`src/rtl/pipe_ctrl_pkg.sv`:
```
// Shared types for the pipeline controller: per-stage register control and
// the fetch-drop state encoding.
package pipe_ctrl_pkg;

    typedef struct packed {
        logic en;
        logic flush;
    } pipe_ctl_t;

    typedef enum logic {
        F_NORM = 1'b0,
        F_DROP = 1'b1
    } fetch_state_t;

    localparam int unsigned STALL_CNT_W = 32;

endpackage

```
`src/rtl/pipe_ctrl_hazard.sv`:
```
// Load-use hazard detection: a load in EX whose destination is read by the
// instruction in decode.
module hazard_detect #(
    parameter int REG_W = 5
) (
    input  logic             i_ex_valid,
    input  logic             i_ex_is_load,
    input  logic [REG_W-1:0] i_ex_dst,
    input  logic [REG_W-1:0] i_id_ra1,
    input  logic [REG_W-1:0] i_id_ra2,
    input  logic             i_id_use1,
    input  logic             i_id_use2,
    output logic             o_lu
);

    logic w_hit1;
    logic w_hit2;

    assign w_hit1 = i_id_use1 && (i_id_ra1 == i_ex_dst);
    assign w_hit2 = i_id_use2 && (i_id_ra2 == i_ex_dst);
    // x0 is hardwired, so a load targeting it never creates a dependency.
    assign o_lu   = i_ex_valid && i_ex_is_load && (i_ex_dst != '0) && (w_hit1 || w_hit2);

endmodule

```
`src/rtl/pipe_ctrl.sv`:
```
// Hazard and sequencing controller for the 5-stage core: PC update control,
// per-stage enable/flush, and the fetch-drop FSM for redirects mid-fetch.
module pipe_ctrl
    import pipe_ctrl_pkg::*;
#(
    parameter int ADDR_W = 64,
    parameter int REG_W  = 5
) (
    input  logic              clk,
    input  logic              reset,
    input  logic              ireq_valid,
    input  logic              iresp_data_ok,
    input  logic              dreq_valid,
    input  logic              dresp_data_ok,
    input  logic              ex_valid,
    input  logic              ex_is_load,
    input  logic [REG_W-1:0]  ex_dst,
    input  logic [REG_W-1:0]  id_ra1,
    input  logic [REG_W-1:0]  id_ra2,
    input  logic              id_use1,
    input  logic              id_use2,
    input  logic              ex_redirect,
    input  logic [ADDR_W-1:0] ex_target,
    output logic              pc_we,
    output logic              pc_sel,
    output logic [ADDR_W-1:0] pc_target,
    output logic              fd_en,
    output logic              fd_flush,
    output logic              de_en,
    output logic              de_flush,
    output logic              em_en,
    output logic              em_flush,
    output logic              mw_en,
    output logic              mw_flush,
    output logic [31:0]       stall_cnt
);

    fetch_state_t            r_state;
    fetch_state_t            w_state_nxt;
    logic [ADDR_W-1:0]       r_pend_pc;
    logic [ADDR_W-1:0]       w_pend_nxt;
    logic [STALL_CNT_W-1:0]  r_stall_cnt;

    logic w_mstall, w_fstall, w_lu, w_redir;
    logic w_pc_we, w_pc_sel;
    logic [ADDR_W-1:0] w_pc_target;
    pipe_ctl_t w_fd, w_de, w_em, w_mw;

    assign w_mstall = dreq_valid && !dresp_data_ok;
    assign w_fstall = ireq_valid && !iresp_data_ok;
    assign w_redir  = ex_redirect && ex_valid;

    hazard_detect #(.REG_W(REG_W)) u_hazard (
        .i_ex_valid  (ex_valid),
        .i_ex_is_load(ex_is_load),
        .i_ex_dst    (ex_dst),
        .i_id_ra1    (id_ra1),
        .i_id_ra2    (id_ra2),
        .i_id_use1   (id_use1),
        .i_id_use2   (id_use2),
        .o_lu        (w_lu)
    );

    always_comb begin
        w_fd        = '{en: 1'b1, flush: 1'b0};
        w_de        = '{en: 1'b1, flush: 1'b0};
        w_em        = '{en: 1'b1, flush: 1'b0};
        w_mw        = '{en: 1'b1, flush: 1'b0};
        w_pc_we     = 1'b1;
        w_pc_sel    = 1'b0;
        w_pc_target = (r_state == F_DROP) ? r_pend_pc : ex_target;
        w_state_nxt = r_state;
        w_pend_nxt  = r_pend_pc;

        if (reset) begin
            w_fd        = '{en: 1'b1, flush: 1'b1};
            w_de        = '{en: 1'b1, flush: 1'b1};
            w_em        = '{en: 1'b1, flush: 1'b1};
            w_mw        = '{en: 1'b1, flush: 1'b1};
            w_pc_we     = 1'b0;
            w_pc_target = '0;
        end else if (w_mstall) begin
            // EX is frozen, so any redirect there simply re-presents later.
            w_pc_we     = 1'b0;
            w_fd.en     = 1'b0;
            w_de.en     = 1'b0;
            w_em.en     = 1'b0;
            w_mw.flush  = 1'b1;
            w_fd.flush  = (r_state == F_DROP);
        end else if (w_redir) begin
            w_fd.flush = 1'b1;
            w_de.flush = 1'b1;
            if (iresp_data_ok) begin
                w_pc_sel    = 1'b1;
                w_pc_target = ex_target;
                w_state_nxt = F_NORM;
            end else begin
                // Fetch still in flight: remember target, discard its response.
                w_pc_we     = 1'b0;
                w_pend_nxt  = ex_target;
                w_state_nxt = F_DROP;
            end
        end else if (r_state == F_DROP) begin
            w_fd.flush = 1'b1;
            if (w_lu) begin
                w_fd.en    = 1'b0;
                w_de.flush = 1'b1;
            end
            if (iresp_data_ok) begin
                w_pc_sel    = 1'b1;
                w_state_nxt = F_NORM;
            end else begin
                w_pc_we = 1'b0;
            end
        end else if (w_lu) begin
            w_pc_we    = 1'b0;
            w_fd.en    = 1'b0;
            w_de.flush = 1'b1;
        end else if (w_fstall) begin
            w_pc_we    = 1'b0;
            w_fd.flush = 1'b1;
        end
    end

    always_ff @(posedge clk) begin
        if (reset) begin
            r_state     <= F_NORM;
            r_pend_pc   <= '0;
            r_stall_cnt <= '0;
        end else begin
            r_state   <= w_state_nxt;
            r_pend_pc <= w_pend_nxt;
            if (!w_pc_we) begin
                r_stall_cnt <= r_stall_cnt + 1'b1;
            end
        end
    end

    assign pc_we     = w_pc_we;
    assign pc_sel    = w_pc_sel;
    assign pc_target = w_pc_target;
    assign fd_en     = w_fd.en;
    assign fd_flush  = w_fd.flush;
    assign de_en     = w_de.en;
    assign de_flush  = w_de.flush;
    assign em_en     = w_em.en;
    assign em_flush  = w_em.flush;
    assign mw_en     = w_mw.en;
    assign mw_flush  = w_mw.flush;
    assign stall_cnt = r_stall_cnt;

endmodule

```
`config.mk`:
```
export PLATFORM = sky130hd
export DESIGN_NAME = pipe_ctrl
export DESIGN_NICKNAME = d
export VERILOG_FILES = /design/src/rtl/pipe_ctrl_pkg.sv /design/src/rtl/pipe_ctrl_hazard.sv /design/src/rtl/pipe_ctrl.sv
export SDC_FILE = /design/constraint.sdc
export NUM_CORES = 1
export LEC_CHECK = 0
export CORE_ASPECT_RATIO = 0.7
export CORE_MARGIN = 4
export CORE_UTILIZATION = 40
export DETAILED_ROUTE_END_ITERATION = 16
export GPL_TIMING_DRIVEN = 0
export PLACE_DENSITY = 0.78
export SLEW_MARGIN = 20
export SYNTH_ARGS = -nofsm -noshare
export SYNTH_HDL_FRONTEND = slang
export SYNTH_SLANG_ARGS = --single-unit
```
`constraint.sdc`:
```
create_clock -name clk -period 1.9 [get_ports clk]
set_input_delay 0.285 -clock clk [delete_from_list [all_inputs] [get_ports clk]]
set_output_delay 0.285 -clock clk [all_outputs]
set_load 0.03 [all_outputs]
```
# Yosys cells after proc, flatten, opt, wreduce, memory -nomap -nowiden
# Cells that the tools add are included.
# classes
shifts	0
div_mod_pow	0
multipliers	0
eq_ne	2
bitwise_logic	2
mux	36
n_lt_le_gt_ge	0
addsub	1
n_reduce_logical	13
# op_table
cell	n
64-bit 2-to-1 mux	5
32-bit by 1-bit adder with 32-bit output (second input constant)	1
1-bit 2-to-1 mux	28
5-bit == test	2
1-bit logical AND	8
2-bit 2-to-1 mux	3
5-bit nonzero test	1
3-bit AND reduction	1
1-bit zero test	2
1-bit inverter	2
1-bit logical OR	1
# word_totals
in_bits	90
ram_bits	0
register_bits	97
wordCells	57
output_inout_bits	106
latch_bits	0
mem_bits_ro	0
mem_count	0

# Depth between registers and ports, before layout
# Gate-level depths: netlist of the first run.
# logic_depth
depth_word	9
ltp_mapped	9
ltp_nobuf	6

# Cells and area by module
# Synthesis of the first run repeated with hierarchy kept, for this count alone.
# unflattened
hier_cells	728
area_unflattened_um2	5048.6
# modules_own_cells
module	seq_area_each_um2	cells_per_inst	area_each_um2	n_inst
pipe_ctrl	1941.9	711	4913.5	1
hazard_detect	0.0	17	135.1	1

# Worst setup path after synthesis of the first run
# Ideal clock, no wire load.
# synth_timing
kind	input-to-reg
from	input ex_dst[0]
to	register r_stall_cnt[2] (netlist: stall_cnt[2])
setup_ns	0.121
required_ns	1.779
n_path_buf	0
stages	5
t_arrival_ns	2.195
setup_slack_ns	-0.415
cell_sequence	or3_1 -> o311a_1 -> a31oi_1 -> nand2b_1 -> mux2_2
# synth_between
elab_chain_len	9
elab_cells_between_ends	13
classes_between	2 x eq/ne; 5 x mux; 6 x reduce/logical
# synth_rtl
item	line	rtl
from (decl)	pipe_ctrl.sv:17	input logic [REG_W-1:0] ex_dst,
5-bit == test (on tied branches)	pipe_ctrl_hazard.sv:19, pipe_ctrl_hazard.sv:20	
1-bit logical AND (on tied branches)	pipe_ctrl_hazard.sv:19, pipe_ctrl_hazard.sv:20	
1-bit logical OR	pipe_ctrl_hazard.sv:22	assign o_lu = i_ex_valid && i_ex_is_load && (i_ex_dst != '0) && (w_hit1 || w_hit2);
1-bit logical AND (*)	pipe_ctrl_hazard.sv:22	
1-bit 2-to-1 mux (*)	pipe_ctrl.sv:115	end else if (w_lu) begin
1-bit 2-to-1 mux (*)	pipe_ctrl.sv:103	end else if (r_state == F_DROP) begin
1-bit 2-to-1 mux (*)	pipe_ctrl.sv:90	end else if (w_redir) begin
1-bit 2-to-1 mux (*)	pipe_ctrl.sv:82	end else if (w_mstall) begin
1-bit 2-to-1 mux (*)	pipe_ctrl.sv:75	if (reset) begin
named net pc_we	pipe_ctrl.sv:24	output logic pc_we,
to (signal assigned)	pipe_ctrl.sv:134	r_stall_cnt <= r_stall_cnt + 1'b1;
to (decl)	pipe_ctrl.sv:42	logic [STALL_CNT_W-1:0] r_stall_cnt;
# The timed path passes the listed nets; every way through them passes the cells marked *.
# A chain may end at the register's enable or synchronous reset.

# Worst setup path after layout of the first run
# layout_timing
from	register r_stall_cnt[14] (netlist: stall_cnt[14])
to	register r_stall_cnt[26] (netlist: stall_cnt[26])
# layout_between
elab_chain_len	1
# layout_rtl
item	line
32-bit by 1-bit adder with 32-bit output	pipe_ctrl.sv:134
# No other way between the ends.

==> results.md, run 1 <==
- Outcome: complete, but fails checks
- Failing checks: setup timing
- MaxCap Viol Count: 0
- Fin Hold WS: 0.268 ns
- Worst R2R Setup Slack: -0.26 ns
- Post-Syn Area: 4970 µm²
- Top-area cell type share of the netlist area: 0.391
- Vias in the first global route: approximately 5600
- Main combinational cell family by area after synthesis: simple AND/OR/NAND/NOR gates
- Post-synthesis mux area share: 0.00428
- Clock transition at the registers of the reported paths: 0.07 ns
- Pre-CTS setup slack: -1.47 ns
- H-Tree Depth: 3
- Die area: 14300 µm²
- Routed vias/inst: roughly 5.4
- Beginning of the worst hold path: iresp_data_ok
- Total CTS buffers: 9
- Count leader, synth: nand2_1
- CP Class: flip-flop to flip-flop
- Final setup margin: -0.259 ns
- Root Driver: clkbuf_16
- DP HPWL: 12300 µm
- Crit end category: flip-flop
- Pins Over Slew Limit: 0
- Row cnt: 33
- Arr. time, crit path: 2.43 ns
- Area contributors post-synth: dfxtp_1 39%, nand2_1 21%, a21oi_1 16%
- Post-synth top flop: dfxtp_1
- Top Ports: 196
- Worst min-delay path class: input pin to flip-flop
- Setup Skew: 0.00670 ns
- CTS Buffer Depth: 2
- List of most frequent post-synthesis cells: 276 x nand2_1, 156 x a21oi_1, 97 x dfxtp_1, 39 x clkbuf_1, 17 x o21ai_0
- Initial Util: 0.416
- CTS tree: yes
- P&R area growth vs syn: 81.4%
- Post-Layout Cell Count: 1139
- Max_slew headroom: 0.474
- Synth Warn #: 0
- Worst-Skew Late Latency: 0.34 ns
- Area leader, netlist: dfxtp_1
- Gr ovfl total: 0
- Routed wire per std cell: 17.4 µm
- Final setup fails: 26
- Simple-gate share of the synthesized area: 0.310
- Async SR Flop Fraction: 0
- Flops & latches, synth: 97
- R2r startpoint: stall_cnt[14]$_SDFFE_PP0N_
- Iter 0 DRT Violations: 407
- Cells after synthesis: 722
- Gpl congestion: around 0.81
- Sequential fraction of the synthesis area: 0.391
- Drt pass-1 iters: 5
- Post-route minimum period: 2.16 ns
- Clock sink count: 97
- Final period util: 1.14
- Synth Area in Compound Gates: 0.214
- Die height: between 100 and 150 µm
- Launch point of the critical path: stall_cnt[14]$_SDFFE_PP0N_
- Area share of fa/ha/maj cells after synthesis: 0.00252
- Initial antenna violation count: 0
- PortBufs: a little under 200
- Share of layout cells above drive strength 1: 0.343
- Required @ worst endpoint: 2.17 ns
- Worst slew pin tran: 0.789 ns
- Hold Violations, Final: 0
- Layout Nets: roughly 1100
- Ant diodes: 0
- Total Routed Length: 19800 µm
- Placed Cells: 1072
- Core area: 11900 µm²
- Post-synth EDFFs: 0
- CP endpoint: stall_cnt[26]$_SDFFE_PP0N_
- Finished Core Util: 0.755
- Die Span X: 141 µm
- Syn Area/Cell: about 6.9 µm²
- Crit path launch type: flip-flop
- R2R depth: 6
- Largest fanout on the critical path: 4
- Peak VDD IR: roughly 0.44 mV
- PD cells: between 500 and 600 nW/µm²
- TNS Setup: -2.48 ns
- Vias: 6153
- First-pass GRT wire length: about 29000 µm
- Distinct cells, synth: 49
- XOR/XNOR share of the synthesized area: 0.0211
- Detail Route Antenna Nets: 0
- RSZ-0062 raised after global routing: yes
- Post-Synthesis Net Count: between 800 and 900
- Max Freq: 463 MHz
- Critical R2R Capture: stall_cnt[26]$_SDFFE_PP0N_
- Gr usage total: 0.248
- DRC violations left: 0
- Leakage Power: ~3.6 nW
- Pin count of the biggest net entering global routing: 16
==> area by class of cell <==
cell class	count	area [µm²]
well taps	157	196
fillers	848	2920
clock buffers	11	243
plain buffers	52	437
multi-input cells	565	3620
clock inverters	5	55.1
flip-flops and latches	97	1980
repair buffers	243	2450
inverters	9	33.8
==> registers in the layout, summed over array words and instances, names as in the netlist <==
signal,flops
r_pend_pc,64
r_state,1
stall_cnt,32
==> cells in the final DEF (no fill, tap or decap), drive strengths merged, types with 3 or more instances in the layout <==
cell             n
or4             12
nand2b           3
dlymetal6s2s     4
and3             5
nand2          277
clkbuf          49
buf            143
nand3            7
a21oi          156
o21ai           17
clkdlybuf4s50   98
o21a             3
and2             3
nor3             4
and4             3
dlygate4sd2      5
dfxtp           97
inv              9
or3             17
nand4            7
xnor2           11
nor2             6
clkdlybuf4s15    7
o31ai           12
==> worst min path at each step <==
stage | to | cells after the start
after floorplan | r_state$_SDFFE_PP0N_ | 1
after global placement | r_pend_pc[50]$_SDFFE_PP0P_ | 2
after detailed placement | r_pend_pc[62]$_SDFFE_PP0P_ | 2
after CTS | r_state$_SDFFE_PP0N_ | 3
after global routing | r_state$_SDFFE_PP0N_ | 2
final | r_state$_SDFFE_PP0N_ | 2
==> cell families after synthesis <==
| logic type | count (synthesis) |
|---|---|
| AND/OR/NAND/NOR | 349 |
| XOR/XNOR | 12 |
| adder cells (fa/ha/maj) | 1 |
| multiplexers | 2 |
| other | 1 |
| buffers and inverters | 62 |
| AO/OA/AOI/OAI | 198 |
| flip-flops | 97 |
==> per-layer routing <==
metal / global-route usage / vias to the layer above / share of wire
met2: 0.385 / 267 / 0.45
met3: 0.0670 / 32 / 0.092
met4: 0.0692 / 0 / 0.018
met1: 0.343 / 2887 / 0.44
li1: - / 2967 / -
met5: 0 / - / 0
==> metrics by stage <==
step	total power [mW]	instance area, µm²
6_report	5.23	9010
5_1_grt	5.41	9010
4_1_cts	5.12	8350
3_5_place_dp	3.21	7440
3_3_place_gp	3.20	7440
2_1_floorplan	2.70	5310
==> where the power goes <==
group / total [mW] / switching (mW) / internal (mW)
Sequential: 2.12 / 0.0454 / 2.07
Combinational: 1.26 / 0.686 / 0.572
Clock: 1.85 / 0.798 / 1.05
Total: 5.23 / 1.53 / 3.70
==> critical path, cell delays in order, from the launching register on <==
cell	delay [ns]
dfxtp_4	0.35
and4_4	0.25
nand4_4	0.12
nor4_4	0.32
or4b_4	0.54
or3_4	0.39
a21oi_2	0.14
==> what timing repair did <==
action | in CTS | in global routing
cloned | 5 | 8
endpoints found under the setup margin | 163 | 124
setup buffers | 23 | 19
hold buffers | 0 | 0
gates resized for setup | 587 | 154
pin swaps | 51 | 74
Power figures use the tool's default switching activity.
==> run 2: changes to the inputs <==
--- a/config.mk
+++ b/config.mk
@@ -9,6 +9,7 @@
 export CORE_MARGIN = 4
 export CORE_UTILIZATION = 40
 export DETAILED_ROUTE_END_ITERATION = 16
+export GPL_ROUTABILITY_DRIVEN = 1
 export GPL_TIMING_DRIVEN = 0
 export PLACE_DENSITY = 0.78
 export SLEW_MARGIN = 20
==> results of run 2 <==
Same layout as run 1: the final DEF is identical, and so are final timing and power.
==> run 3: changes to the inputs <==
--- a/config.mk
+++ b/config.mk
@@ -7,11 +7,11 @@
 export LEC_CHECK = 0
 export CORE_ASPECT_RATIO = 0.7
 export CORE_MARGIN = 4
-export CORE_UTILIZATION = 40
+export CORE_UTILIZATION = 44
 export DETAILED_ROUTE_END_ITERATION = 16
 export GPL_ROUTABILITY_DRIVEN = 1
 export GPL_TIMING_DRIVEN = 0
-export PLACE_DENSITY = 0.78
+export PLACE_DENSITY = 0.81
 export SLEW_MARGIN = 20
 export SYNTH_ARGS = -nofsm -noshare
 export SYNTH_HDL_FRONTEND = slang
==> constraint.sdc (replaced) <==
create_clock -name clk -period 2.4 [get_ports clk]
set_input_delay 0.36 -clock clk [delete_from_list [all_inputs] [get_ports clk]]
set_output_delay 0.36 -clock clk [all_outputs]
set_load 0.03 [all_outputs]
==> run 3 against run 2 <==
Effect of this change: the run still ends with setup timing left; combinational power fell by 37%; clock skew fell by 0.0022 ns; global-route usage rose by 0.38 points; via count fell by 4.4%; flip-flop and latch count did not move; setup slack improved by 0.25 ns; routed wire length fell by 12%; clock power fell by 23%; critical path depth rose by 1; first-iteration DRC count fell by 6.1%; sequential power fell by 21%; register-to-register slack improved by 0.33 ns; critical endpoint is now de_flush.
==> results.md, run 3 (synthesis gave the netlist of run 1 again) <==
- Fin Hold WS: 0.455 ns (+0.187 ns)
- Initial antenna violation count: 0 (unchanged)
- Pin count of the biggest net entering global routing: 16 (unchanged)
- Routed wire per std cell: 15.9 µm (-8.2%)
- Vias in the first global route: 5371 (-3.7%)
- Slowest stage cell, crit path: or3_4
- Failing checks: setup timing
- Layout Nets: 1024 (-4.1%)
- Register with the most flip-flops: r_pend_pc
- Final period util: 1.00
- Commonest cells after routing, fill and taps aside: 273 x nand2_1, 155 x a21oi_1, 114 x clkdlybuf4s50_1
- First-pass GRT wire length: 27000 µm (-6.7%)
- DRC violations left: 0 (unchanged)
- CP Class: input pin to output pin
- Peak VDD IR: 0.355 mV (-19%)
- Commonest non-fill, non-tap cell in the layout: nand2_1
- Routed vias/inst: 5.39 (-0.23%)
- Hold Violations, Final: 0 (unchanged)
- Required @ worst endpoint: 2.04 ns (-0.13 ns)
- Top Family by Delay on Critical Path: compound AO/OA/AOI/OAI gates
- Ant diodes: 0 (unchanged)
- Clock sink count: 97 (unchanged)
- Crit end category: output pin
- Gr ovfl total: 0 (unchanged)
- Max Freq: 415 MHz
- Final setup margin: -0.00746 ns (+0.252 ns)
- Die area: 13100 µm² (-8.5%)
- Gr usage total: 0.252 (+0.00382)
- Die height: 96.9 µm (-4.3%)
- Clock transition at the registers of the reported paths: 0.06 ns (about the same)
- Row cnt: 32 (-3.0%)
- Setup Skew: 0.00446 ns (-0.00224 ns)
- Share of layout cells above drive strength 1: 0.155 (-0.189)
- Root Driver: clkbuf_16
- CTS Buffer Depth: 2 (unchanged)
- TNS Setup: -0.00746 ns (+2.47 ns)
- Crit path launch type: input pin
- Total CTS buffers: 9 (unchanged)
- Top Ports: 196 (unchanged)
- Buf/Inv on CP: 2 (+2)
- Outcome: complete, but fails checks
- Vias: 5880 (-4.4%)
- Die Span X: 135 µm (-4.4%)
- Pins Over Slew Limit: 0 (unchanged)
- Arr. time, crit path: 2.05 ns (-0.38 ns)
- PD cells: 518 nW/µm² (-11%)
- MaxCap Viol Count: 0 (unchanged)
- Initial Util: 0.451 (+0.0349)
- Max reg flops: 64 (unchanged)
- Largest fanout on the critical path: 5 (+1)
- H-Tree Depth: 3 (unchanged)
- Worst slew pin tran: 0.795 ns (+0.00562 ns)
- Critical path, cell by cell: dlygate4sd2_1 -> or3_4 -> o311a_4 -> and2_4 -> a21oi_1 -> o21ai_0 -> buf_4
- Worst min-delay path class: flip-flop to flip-flop
- Core area: 11000 µm² (-7.7%)
- RSZ-0062 raised after global routing: yes
- Detail Route Antenna Nets: 0 (unchanged)
- Iter 0 DRT Violations: 382 (-6.1%)
- Crit path largest cell delay: 0.40 ns (-0.14 ns)
- Post-route minimum period: 2.41 ns
- DP HPWL: 12300 µm (+0.23%)
- Max_slew headroom: 0.467 (-0.00663)
- P&R area growth vs syn: 50.9%
- Gpl congestion: 0.874 (+7.7%)
- CTS tree: yes
- Total Routed Length: 17400 µm (-12%)
- PortBufs: 193 (unchanged)
- Drt pass-1 iters: 5 (unchanged)
- Leakage Power: 2.85 nW (-21%)
- Final setup fails: 1 (-96%)
- Worst-Skew Late Latency: 0.35 ns (about the same)
run 3: cell count changes in the layout (fill, tap and decap cells not counted), sizes merged, moves of 2 or more:
cell	delta
clkdlybuf4s15	-5
clkbuf	+6
dlygate4sd2	+2
clkdlybuf4s50	+16
buf	-62
run 3: area by class of cell:
class	instances	area (µm²)
buffer	52	357
clock buffer	12	267
clock inverter	4	26.3
fill	980	3510
inverter	9	33.8
multi-input combinational	565	2850
sequential	97	1950
tap	153	191
timing repair buffer	199	1820
run 3: worst min-delay path, stage by stage, from the launching register on:
cell     delay (ns)
dfxtp_1        0.31
nand2_1        0.05
a21oi_1        0.05
run 3: power by group:
group | total (mW) | internal [mW] | switching [mW]
sequential | 1.67 | 1.65 | 0.0263
combinational | 0.797 | 0.344 | 0.453
clock | 1.42 | 0.787 | 0.630
run 3: path summary, 6_finish.rpt:
| path | end | from | cells past startpoint | slack [ns] |
|---|---|---|---|---|
| worst max-delay path | de_flush | ex_dst[0] | 7 | -0.007 |
| worst max register to register | stall_cnt[26]$_SDFFE_PP0N_ | stall_cnt[13]$_SDFFE_PP0N_ | 6 | 0.07 |
| worst min-delay path | r_pend_pc[24]$_SDFFE_PP0P_ | r_pend_pc[24]$_SDFFE_PP0P_ | 2 | 0.45 |
| worst min register to register | r_pend_pc[24]$_SDFFE_PP0P_ | r_pend_pc[24]$_SDFFE_PP0P_ | 2 | 0.45 |
run 3: repair_timing:
action / CTS / global route
setup endpoints to repair: 96 / 90
hold buffers: 0 / 0
gates cloned: 3 / 1
resized for setup: 448 / 30
pin swaps: 3 / 3
buffers inserted: 4 / 0
run 3: metrics by stage:
stage / power, mW / worst slack (ns) / area (µm²) / std cells / util
2_1_floorplan: 2.10 / 0.00958 / 4970 / 722 / -
3_3_place_gp: 2.48 / -1.31 / 7090 / 1068 / 0.644
3_5_place_dp: 2.49 / -1.40 / 7100 / 1068 / 0.645
4_1_cts: 3.88 / -0.0257 / 7390 / 1090 / 0.671
5_1_grt: 4.01 / -0.0264 / 7500 / 1091 / 0.681
6_report: 3.88 / -0.00746 / 7500 / 1091 / 0.681
run 3: layer usage:
metal,share of wire,up-vias,global-route usage
met2,0.45,250,0.401
met1,0.44,2731,0.333
met5,0,-,0
met4,0.027,0,0.0914
li1,-,2863,-
met3,0.084,36,0.0603
